==> src/rtl/i2c_slave_mem.sv <==
// I2C slave with a DEPTH-byte register file: pointer-addressed writes, auto-incrementing reads.
// Latency: pin to filtered level 2+FILT clocks, actions one clock later; backpressure: none (SCL never stretched).
module i2c_slave_mem #(
  parameter logic [6:0] SLV_ADDR = 7'h22,
  parameter int         DEPTH    = 16,
  parameter int         FILT     = 3
) (
  input  logic                     clk,
  input  logic                     rst,
  input  logic                     scl_i,
  input  logic                     sda_i,
  output logic                     sda_oe,
  output logic                     busy,
  output logic                     wr_strobe,
  output logic [$clog2(DEPTH)-1:0] wr_addr,
  output logic [7:0]               wr_data
);
  localparam int AW = $clog2(DEPTH);
  localparam int CW = $clog2(FILT + 1);

  typedef enum logic [3:0] {
    IDLE, ADDR, ADDR_ACK, WR_PTR, PTR_ACK, WR_DATA, DATA_ACK, RD_DATA, RD_ACK, WAIT
  } state_t;

  // Line index 1 is SCL, index 0 is SDA.
  logic [1:0]    sync1, sync2, filt, filt_d;
  logic [CW-1:0] cnt [2];

  always_ff @(posedge clk) begin
    if (rst) begin
      sync1  <= 2'b11;
      sync2  <= 2'b11;
      filt   <= 2'b11;
      filt_d <= 2'b11;
      for (int i = 0; i < 2; i++) cnt[i] <= '0;
    end else begin
      sync1  <= {scl_i, sda_i};
      sync2  <= sync1;
      filt_d <= filt;
      for (int i = 0; i < 2; i++) begin
        if (sync2[i] == filt[i]) begin
          cnt[i] <= '0;
        end else if (cnt[i] == CW'(FILT - 1)) begin
          filt[i] <= sync2[i];
          cnt[i]  <= '0;
        end else begin
          cnt[i] <= cnt[i] + 1'b1;
        end
      end
    end
  end

  logic scl_f, sda_f, scl_rise, scl_fall, start, stop;

  assign scl_f    = filt[1];
  assign sda_f    = filt[0];
  assign scl_rise = filt[1] & ~filt_d[1];
  assign scl_fall = ~filt[1] & filt_d[1];
  // SCL must be high and steady; an SDA move coincident with an SCL move is data.
  assign start    = ~filt[0] & filt_d[0] & scl_f & filt_d[1];
  assign stop     = filt[0] & ~filt_d[0] & scl_f & filt_d[1];

  state_t        state, state_n;
  logic [3:0]    bitcnt, bitcnt_n;
  logic [7:0]    shift, shift_n, rx_byte, rd_byte;
  logic [AW-1:0] ptr, ptr_n;
  logic          oe_n, we;
  logic [7:0]    mem [DEPTH];

  assign rx_byte = {shift[6:0], sda_f};
  assign rd_byte = mem[ptr];
  assign busy    = (state != IDLE);

  always_comb begin
    state_n  = state;
    bitcnt_n = bitcnt;
    shift_n  = shift;
    ptr_n    = ptr;
    oe_n     = sda_oe;
    we       = 1'b0;
    if (start) begin
      state_n  = ADDR;
      bitcnt_n = 4'd0;
      oe_n     = 1'b0;
    end else if (stop) begin
      state_n = IDLE;
      oe_n    = 1'b0;
    end else begin
      case (state)
        ADDR, WR_PTR, WR_DATA: begin
          if (scl_rise && bitcnt != 4'd8) begin
            shift_n  = rx_byte;
            bitcnt_n = bitcnt + 1'b1;
            // The write commits on the last data bit, ahead of the ACK slot.
            if (state == WR_DATA && bitcnt == 4'd7) begin
              we    = 1'b1;
              ptr_n = ptr + 1'b1;
            end
          end else if (scl_fall && bitcnt == 4'd8) begin
            oe_n = 1'b1;
            if (state == ADDR) begin
              if (shift[7:1] == SLV_ADDR) begin
                state_n = ADDR_ACK;
              end else begin
                state_n = IDLE;
                oe_n    = 1'b0;
              end
            end else if (state == WR_PTR) begin
              ptr_n   = shift[AW-1:0];
              state_n = PTR_ACK;
            end else begin
              state_n = DATA_ACK;
            end
          end
        end
        ADDR_ACK: begin
          if (scl_fall) begin
            oe_n     = 1'b0;
            bitcnt_n = 4'd0;
            state_n  = WR_PTR;
            if (shift[0]) begin
              state_n  = RD_DATA;
              shift_n  = rd_byte;
              oe_n     = ~rd_byte[7];
              bitcnt_n = 4'd1;
            end
          end
        end
        PTR_ACK, DATA_ACK: begin
          if (scl_fall) begin
            oe_n     = 1'b0;
            bitcnt_n = 4'd0;
            state_n  = WR_DATA;
          end
        end
        RD_DATA: begin
          if (scl_fall) begin
            if (bitcnt == 4'd8) begin
              oe_n    = 1'b0;
              ptr_n   = ptr + 1'b1;
              state_n = RD_ACK;
            end else begin
              oe_n     = ~shift[6];
              shift_n  = {shift[6:0], 1'b0};
              bitcnt_n = bitcnt + 1'b1;
            end
          end
        end
        RD_ACK: begin
          if (scl_rise && sda_f) begin
            state_n = WAIT;
          end else if (scl_fall) begin
            state_n  = RD_DATA;
            shift_n  = rd_byte;
            oe_n     = ~rd_byte[7];
            bitcnt_n = 4'd1;
          end
        end
        default: ;
      endcase
    end
  end

  always_ff @(posedge clk) begin
    if (rst) begin
      state     <= IDLE;
      bitcnt    <= 4'd0;
      shift     <= 8'h00;
      ptr       <= '0;
      sda_oe    <= 1'b0;
      wr_strobe <= 1'b0;
      wr_addr   <= '0;
      wr_data   <= 8'h00;
      for (int i = 0; i < DEPTH; i++) mem[i] <= 8'h00;
    end else begin
      state     <= state_n;
      bitcnt    <= bitcnt_n;
      shift     <= shift_n;
      ptr       <= ptr_n;
      sda_oe    <= oe_n;
      wr_strobe <= we;
      if (we) begin
        wr_addr  <= ptr;
        wr_data  <= rx_byte;
        mem[ptr] <= rx_byte;
      end
    end
  end
endmodule

==> config.mk <==
export PLATFORM = sky130hd
export DESIGN_NAME = i2c_slave_mem
export DESIGN_NICKNAME = d
export VERILOG_FILES = /design/src/rtl/i2c_slave_mem.sv
export SDC_FILE = /design/constraint.sdc
export NUM_CORES = 1
export LEC_CHECK = 0
export ABC_AREA = 1
export CAP_MARGIN = 10
export CORE_UTILIZATION = 60
export DETAILED_ROUTE_END_ITERATION = 10
export PLACE_DENSITY_LB_ADDON = 0.12
export SYNTH_ARGS = -nofsm -noshare
export SYNTH_HDL_FRONTEND = slang
export SYNTH_SLANG_ARGS = --single-unit
==> constraint.sdc <==
create_clock -name clk -period 2.6 [get_ports clk]
set_input_delay 0.65 -clock clk [delete_from_list [all_inputs] [get_ports clk]]
set_output_delay 0.65 -clock clk [all_outputs]
set_load 0.1 [all_outputs]
# == Word-level counts from Yosys, hierarchy flattened ==
# Memories as Yosys holds them, arrays and structs flattened. A register that Yosys moved wholly into a read port is not among the register bits.
# Cells that the tools add are included.
# op_classes
add_sub_neg,4
n_mul,0
n_div,0
magnitude_cmp,0
n_eq_ne,39
n_shift,0
n_mux,95
bitwise,24
reduce_logical,23
# ops
operator,count
two-way mux 4 bit,26
two-way mux 8 bit,8
two-way mux 1 bit,47
case mux 4 bit (5 select lines),2
case mux 8 bit (4 select lines),1
"!= test 4 bit, second input constant",7
AND reduction 9 bit,3
AND reduction 8 bit,3
"!= test 2 bit, second input constant",11
"== test 4 x 3 -> 1 bit, second input constant",5
two-way mux 2 bit,8
"!= test 3 bit, second input constant",5
inverter 1 bit,10
AND reduction 10 bit,1
"adder 4 x 1 -> 4 bit, second input constant",2
bitwise AND 1 bit,8
"== test 4 x 2 -> 1 bit, second input constant",2
"== test 4 bit, second input constant",2
case mux 4 bit (2 select lines),1
nonzero test 4 bit,2
OR reduction 8 bit,1
"== test 7 x 6 -> 1 bit, second input constant",1
nonzero test 7 bit,1
bitwise OR 1 bit,6
other kinds (13),22
# totals
regBits,42
latchBits,0
mem_bits_rw,132
romBits,0
inputBits,4
out_inout_bits,15
wordCells,202
n_memories,2
# mem_list
memory,words,word_bits,rd,rd_clocked_by_memory_dff,write_ports,line_no,rtl
mem,16,8,1,1,16,68,logic [7:0] mem [DEPTH];
cnt,2,2,2,0,2,27,logic [CW-1:0] cnt [2];

# == Longest topological paths before layout ==
# Gate-level depths: netlist (run 1).
# depth
word_depth,12
depth_mapped,13
mapped_depth_nobuf,13

# == Least setup slack after synthesis (run 1) ==
# Ideal clock, no wire load.
# synth_timing
path_kind,register -> register
startpoint,register bitcnt[0]
endpoint,"memory mem[10][0], enable pin"
setup_ns,0.329
t_arrival_ns,1.646
required_time_ns,2.271
slack_ns,0.625
path_stages_with_launch,10
path_buffers,0
synth_period_minus_slack_ns,1.975
path_cell_list,dfxtp_1 -> inv_1 -> ha_1 -> nand2_1 -> o21ai_1 -> nor2_4 -> nand2_4 -> nor2_8 -> nand2_4 -> nand2_1
# synth_lines
item,line_no,rtl
from (decl),64,"logic [3:0] bitcnt, bitcnt_n;"
from (signal assigned),177,bitcnt <= bitcnt_n;
to (decl),68,

==> impl_metrics.json, run 1 <==
{
  "outcome": "finished clean",
  "die-area_sq_mm": 0.01481,
  "switching_share_pct": 42.36,
  "yosys-top-cells-area": "edfxtp_1 (46%), nand2_1 (12%), dfxtp_1 (11%), nor2_1 (9.0%), nand3_1 (6.9%)",
  "crit_path_end_kind": "flip-flop",
  "drive_gt1_share_pct": 10.22,
  "die_h_microns": 121.7,
  "core-area_sq_mm": 0.01393,
  "pwr-share-seq_pct": 35.0,
  "antenna_found_initial": 0,
  "post_drt_wl_per_cell_microns": 17.23,
  "clk_pin_slew_ns": 0.07,
  "avgSynthCellArea_sq_um": 8.552,
  "worstSetupPathType": "flip-flop to flip-flop",
  "worstHoldPathType": "flip-flop to flip-flop",
  "cp.required_ns": 2.71,
  "crit_path_max_fanout": 9,
  "cts_tree": "built",
  "yosysWarnings": 0,
  "post_cts_buffers": 0,
  "grt-ovfl-total": 0,
  "use_met2_pct": 46.27,
  "p_clk_share_pct": 25.1,
  "synth_top_area_share_pct": 46.12,
  "port_buffers": 18,
  "syn-instance-count": 1005,
  "hpwl_microns": 13990,
  "remaining_drc_errors": 0,
  "crit_path_cell_trace": "inv_2 -> nor2_1 -> o21ai_1 -> nor2_4 -> nand2_4 -> nor2_8 -> nand2_4 -> nand2_1",
  "final_util_pct": 68.79,
  "fin_crit_sh_pct": 85.56,
  "place_congestion": 0.8778,
  "synth_top_area_cell": "edfxtp_1",
  "area_growth_pct": 11.53,
  "synth_edf_count": 132,
  "grt_pass1_vias": 6329,
  "drtPass1Iterations": 6,
  "ys_ff_latch": 178,
  "place_ws_ns": 0.2546,
  "clock_skew_ns": 0.009802,
  "critical_path.slowest_cell": "dfxtp_1",
  "min-delay-start": "sync1[1]$_SDFF_PP1_",
  "synth_ff_type": "edfxtp_1",
  "fill_cells": 1153,
  "std_cell_rows": 43,
  "grt_max_degree": 46,
  "worstPathArrival_ns": 2.33,
  "cts_max_level": 4,
  "grtUsageMet3_pct": 6.039,
  "num_io_pins": 19,
  "ant_nets": 0,
  "clk_latency_ns": 0.44,
  "use_met1_pct": 42.04,
  "fmax_ghz": 0.4495,
  "nNetsFinal": 1036,
  "fin_total_pwr_mw": 9.945,
  "r2r-start": "filt[1]$_SDFFE_PP1P_",
  "async_flop_share_pct": 0,
  "peakVddDrop_mv": 0.5920,
  "worst_pin_slew_ns": 0.6698,
  "crit_top_cell": "nand2_4",
  "rsz0062_at_grt": "no",
  "final-max-slew-violation-count": 0,
  "synth_top_cells_by_count": "nand2_1 (270), nor2_1 (206), edfxtp_1 (132)",
  "cts-buffers-inserted": 17,
  "layout_setup_ws_ns": 0.3754,
  "min_period_ns": 2.225,
  "wl_microns": 20960,
  "hold_buffers": 0,
  "vias": 6799,
  "synth.most_common_cell": "nand2_1",
  "power.switching_mw": 4.213,
  "cts_resized": 0,
  "netlist_area_sq_mm": 0.008594,
  "busiest_layer": "met2",
  "cts_max_path_buffers": 2,
  "max-cap-violations": 0,
  "crit_family": "simple AND/OR/NAND/NOR gates",
  "ys_types": 29,
  "critPathBufInv": 1,
  "p_int_mw": 5.732,
  "slew_headroom_pct": 55.30,
  "powerDensity_mw_per_mm2": 1038,
  "setup_violations": 0,
  "grt_usage_pct": 30.21,
  "crit_start": "filt[1]$_SDFFE_PP1P_",
  "viasPerCell": 5.587,
  "initial_utilization_pct": 61.68,
  "seq_area_frac_synth_pct": 56.84,
  "diodes": 0,
  "hold_viol_final": 0,
  "grt_pass1_wl_microns": 32440,
  "cts_sinks": 178,
  "p_leak_nw": 4.206,
  "drt_iter0_drc": 659,
  "max_stage_delay_ns": 0.52,
  "cts_root_buffer": "clkbuf_16",
  "fp.dieW_microns": 121.7,
  "p_comb_share_pct": 39.9,
  "cp-start-kind": "flip-flop",
  "setup_tns_ns": 0
}
## layer usage
layer / up-vias / wire length [microns]
met5: - / 0
met1: 3095 / 8883
li1: 3336 / -
met2: 325 / 9725
met4: 0 / 469
met3: 43 / 1885
## cells by family after synthesis
family	after synthesis	share of synthesized area, %
XOR/XNOR	3	0.3058
AO/OA/AOI/OAI	67	3.989
flip-flops	178	56.84
adder cells (fa/ha/maj)	8	1.165
other	1	0.04363
AND/OR/NAND/NOR	642	32.99
buffers and inverters	106	4.673
## power groups by stage
stage          Sequential [mW]  Combinational [mW]  Clock [mW]
3_5_place_dp              3.53                3.89           0
3_3_place_gp              3.53                3.85           0
2_1_floorplan             3.53                2.72           0
6_report                  3.48                3.97        2.50
5_1_grt                   3.51                4.38        2.62
4_1_cts                   3.47                3.92        2.50
## path summary, 6_finish.rpt
path	slack [ns]	to	cells past startpoint
max	0.38	mem[8][7]$_SDFFCE_PN0P_	8
min	0.42	sync2[1]$_SDFF_PP1_	1
max reg2reg	0.38	mem[8][7]$_SDFFCE_PN0P_	8
min reg2reg	0.42	sync2[1]$_SDFF_PP1_	1
## placed cells by master (no fill, tap or decap), drive strengths merged
master	count
nor2	215
nor3b	1
a21boi	1
nand3	120
ha	8
dfxtp	46
a21oi	32
clkbuf	21
nor3	1
nand4	14
nand2	287
o21ai	32
clkinvlp	1
o211ai	2
xnor2	2
xor2	1
clkinv	9
conb	4
clkdlybuf4s50	3
inv	63
buf	38
edfxtp	132
or2	4
## final cells by class
type	count	area (sq um)	area share, %
repair buffers	41	340.3	3.550
flip-flops and latches	178	4886	50.97
clock buffers	21	494.2	5.156
clock inverters	11	87.58	0.9137
inverters	62	232.7	2.428
multi-input cells	724	3319	34.63
well taps	180	225.2	2.350
## state kept, by name, indices dropped and copies added, names as in the netlist, named ones only
signal	flops
mem	128
shift	8
wr_data	8
bitcnt	4
cnt	4
ptr	4
state	4
wr_addr	4
filt	2
filt_d	2
sync1	2
sync2	2
sda_oe	1
wr_strobe	1
## through the flow
stage | instances | area [sq um] | hold WS, ns
floorplan | 1008 | 8606 | 0.3895
global placement | 1185 | 9004 | 0.3918
detailed placement | 1185 | 9004 | 0.4003
CTS | 1217 | 9585 | 0.4186
global route | 1217 | 9585 | 0.4307
finish | 1217 | 9585 | 0.4210
No activity file was read; power rests on OpenSTA's default activity.
==> inputs of run 2 (changes only) <==
--- a/config.mk
+++ b/config.mk
@@ -9,7 +9,9 @@
 export CAP_MARGIN = 10
 export CORE_UTILIZATION = 60
 export DETAILED_ROUTE_END_ITERATION = 10
+export HOLD_SLACK_MARGIN = 0.1
 export PLACE_DENSITY_LB_ADDON = 0.12
+export SKIP_LAST_GASP = 1
 export SYNTH_ARGS = -nofsm -noshare
 export SYNTH_HDL_FRONTEND = slang
 export SYNTH_SLANG_ARGS = --single-unit
==> results of run 2 <==
No change in the layout: final DEF, timing and power equal those of run 1.
==> patch, RTL diff (flow settings as in run 1) <==
Put one more register stage on the output `sda_oe`, cleared by the reset. The value now appears one clock later. The other outputs are not delayed to match.
--- a/src/rtl/i2c_slave_mem.sv
+++ b/src/rtl/i2c_slave_mem.sv
@@ -22,6 +22,8 @@
     IDLE, ADDR, ADDR_ACK, WR_PTR, PTR_ACK, WR_DATA, DATA_ACK, RD_DATA, RD_ACK, WAIT
   } state_t;
 
+  logic sda_oe_s0;
+
   // Line index 1 is SCL, index 0 is SDA.
   logic [1:0]    sync1, sync2, filt, filt_d;
   logic [CW-1:0] cnt [2];
@@ -76,7 +78,7 @@
     bitcnt_n = bitcnt;
     shift_n  = shift;
     ptr_n    = ptr;
-    oe_n     = sda_oe;
+    oe_n     = sda_oe_s0;
     we       = 1'b0;
     if (start) begin
       state_n  = ADDR;
@@ -167,7 +169,7 @@
       bitcnt    <= 4'd0;
       shift     <= 8'h00;
       ptr       <= '0;
-      sda_oe    <= 1'b0;
+      sda_oe_s0 <= 1'b0;
       wr_strobe <= 1'b0;
       wr_addr   <= '0;
       wr_data   <= 8'h00;
@@ -177,7 +179,7 @@
       bitcnt    <= bitcnt_n;
       shift     <= shift_n;
       ptr       <= ptr_n;
-      sda_oe    <= oe_n;
+      sda_oe_s0 <= oe_n;
       wr_strobe <= we;
       if (we) begin
         wr_addr  <= ptr;
@@ -186,5 +188,13 @@
       end
     end
   end
+  always_ff @(posedge clk) begin
+    if (rst) begin
+      sda_oe <= '0;
+    end else begin
+      sda_oe <= sda_oe_s0;
+    end
+  end
+
 endmodule
 
Function: same outputs for any inputs over 10 cycles, from zero or initial values and one cycle with rst high; that may be too few to reach the edited logic, so the function may still have changed.
==> patch against run 1 <==
Non-clock buffer count is the same. Worst setup slack lost 32 ps. Synthesized area is essentially flat. Highest routed layer unchanged. Critical path type unchanged. Sequential cell count grew 1. Cell area shrank 0.55%. Clock power shrank 6%. Wire length shrank 3.7%. Count of clock-buffer cells in the layout shrank 4. Total power shrank 13%. Clock skew shrank 3.4 ps.
==> patch: results (changes against run 1) <==
- The placed wire-length estimate came to 13800 µm (-1.6%).
- The total clock buffers created by CTS was 17 (unchanged).
- The filler-free cell count of the finished design is 1201 (-1.3%).
- The setup slack on the worst flop-to-flop path came to 340 ps (-30 ps).
- In the final layout, the registers with the most flip-flops are mem (128), shift (8), wr_data (8).
- The kind of cell with the highest combined delay along the critical path is simple AND/OR/NAND/NOR gates.
- In the post-synthesis netlist, the biggest area contributors are edfxtp_1, nand2_1, dfxtp_1.
- The post-CTS resize count is 0 (unchanged).
- The reported leakage power is 4.12 nW (-2.0%).
- The setup TNS after final layout came to 0 ps (unchanged).
- The H-tree level count is 4 (unchanged).
- Clock-pin slew was measured on the worst setup and hold paths at around 60 ps.
- The last weighted congestion value of the routability-driven placer is 0.946 (+7.7%).
- The post-layout net count came to 1021 (-1.4%).
- The total of warnings raised by yosys is 0 (unchanged).
- The destination of the worst hold path is sync2[0].
- The number of input and output port buffers inserted is 18 (unchanged).
- The hold-critical path depth is 1 (unchanged).
- The timing endpoint of the critical path is mem[10][5].
- The largest net degree at the start of global routing came to 65 (+41%).
- The overall fraction of global-route tracks in use is 29.5% (-0.74 points).
- The clock tree buffer depth is 2 (unchanged).
- The worst slack on hold paths is 425 ps (+3.65 ps).
- The wire length of the first global-routing pass is 31900 µm (-1.6%).
- The mean routed wirelength per cell is 16.8 µm (-2.4%).
- The worst flop-to-flop path startpoint is bitcnt[0].
- The async set-or-reset flop fraction in the synthesized netlist is 0% (unchanged).
- The post-detailed-route via-to-cell ratio came to 5.55 (-0.74%).
- The category of the most critical setup path is flip-flop to flip-flop.
- The average instance area after synthesis is 8.68 µm² (+1.5%).
- The worst path arrival time is 2360 ps (+30 ps).
- The clock latency of the later-clocked register in the worst-skew pair is 430 ps.
- The number of global-route vias before repair came to 6179 (-2.4%).
- The slowest stage cell on the critical path is dfxtp_1.
- The number of inserted diodes is 0 (unchanged).
- The count of cells along the worst register-to-register path is 9 (+1).
- The clock tree root buffer cell is clkbuf_16.
- The number of antenna violations at the first check in global routing was 0 (unchanged).
- The run finished with clean final reports.
- The largest fanout on the critical path was 9 (unchanged).
- The sequential cell area fraction in the yosys report is 57.0% (+0.19 points).
- The number of buffers inserted by post-CTS setup repair came to 0 (unchanged).
- The commonest cells after synthesis are nand2_1, nor2_1, edfxtp_1.
- The tightest slew margin relative to the limit came to 57.8% (+2.5 points).
- The stage delay of the slowest cell on the critical path is 370 ps (-150 ps).
- The maximum ir drop on the vdd rail is 0.548 mV (-7.4%).
- The setup skew after layout is 6.35 ps (-3.45 ps).
- The type of the most critical hold path is flip-flop to flip-flop.
- The beginning of the worst hold path is sync1[0].
- The fraction of final layout cells with drive strength greater than 1 is 10.6% (+0.36 points).
- The first-pass detailed-route iteration total is 5 (-1).
- The number of synthesized flops with an enable pin is 132 (unchanged).
- The number of DRC violations after detailed-routing iteration 0 came to 675 (+2.4%).
- The number of library cell types mapped by synthesis was 34 (+17%).
## patch: cell types whose count changed after synthesis, sizes merged, moves of 2 or more
cell	run 1	this run
nor2	215	195
xnor2	2	0
a21oi	32	38
nand2	287	293
nand3	120	117
o21ai	32	28
## patch: kinds of logic (layout without fill, tap and decap cells)
| group | after synthesis | after routing | synth area share (%) |
|---|---|---|---|
| other | 1 | 4 | 0.0436 |
| adders and majority gates | 8 | 8 | 1.16 |
| buffers and inverters | 107 | 134 | 4.89 |
| xor gates and xnor gates | 2 | 2 | 0.204 |
| DFF | 179 | 179 | 57.0 |
| AOI/OAI and AO/OA | 69 | 69 | 4.09 |
| and+or+nand+nor | 625 | 625 | 32.6 |
## patch: where the power goes
group	internal, mW	leakage, nW	switching [mW]
clock network	1.30	0.254	1.05
registers	3.25	1.75	0.127
logic	0.803	2.12	2.09
total	5.35	4.12	3.27
## patch: layout make-up
| cell class | count | area [µm²] |
|---|---|---|
| flip-flops and latches | 179 | 4910 |
| fillers | 1132 | 4400 |
| multi-input cells | 708 | 3290 |
| clock buffers | 17 | 425 |
| repair buffers | 41 | 340 |
| inverters | 62 | 233 |
| well taps | 180 | 225 |
| clock inverters | 14 | 116 |
## patch: stage by stage
step                util, %  worst slack, ps  cell area, µm²
CTS                    68.4              350            9530
global route           68.4              201            9530
detailed placement     64.5              221            8990
finish                 68.4              343            9530
floorplan                 -              575            8610
global placement       64.5              235            8990
## patch: metal layers
metal  up-vias  GRT usage, %  share of wire, %  wire (µm)
met3        44          5.81               9.1       1830
met5         -             0                 0          0
li1       3284             -                 -          -
met1      3050          40.8                42       8430
met4         0          11.1               2.7        538
met2       282          46.1                47       9390
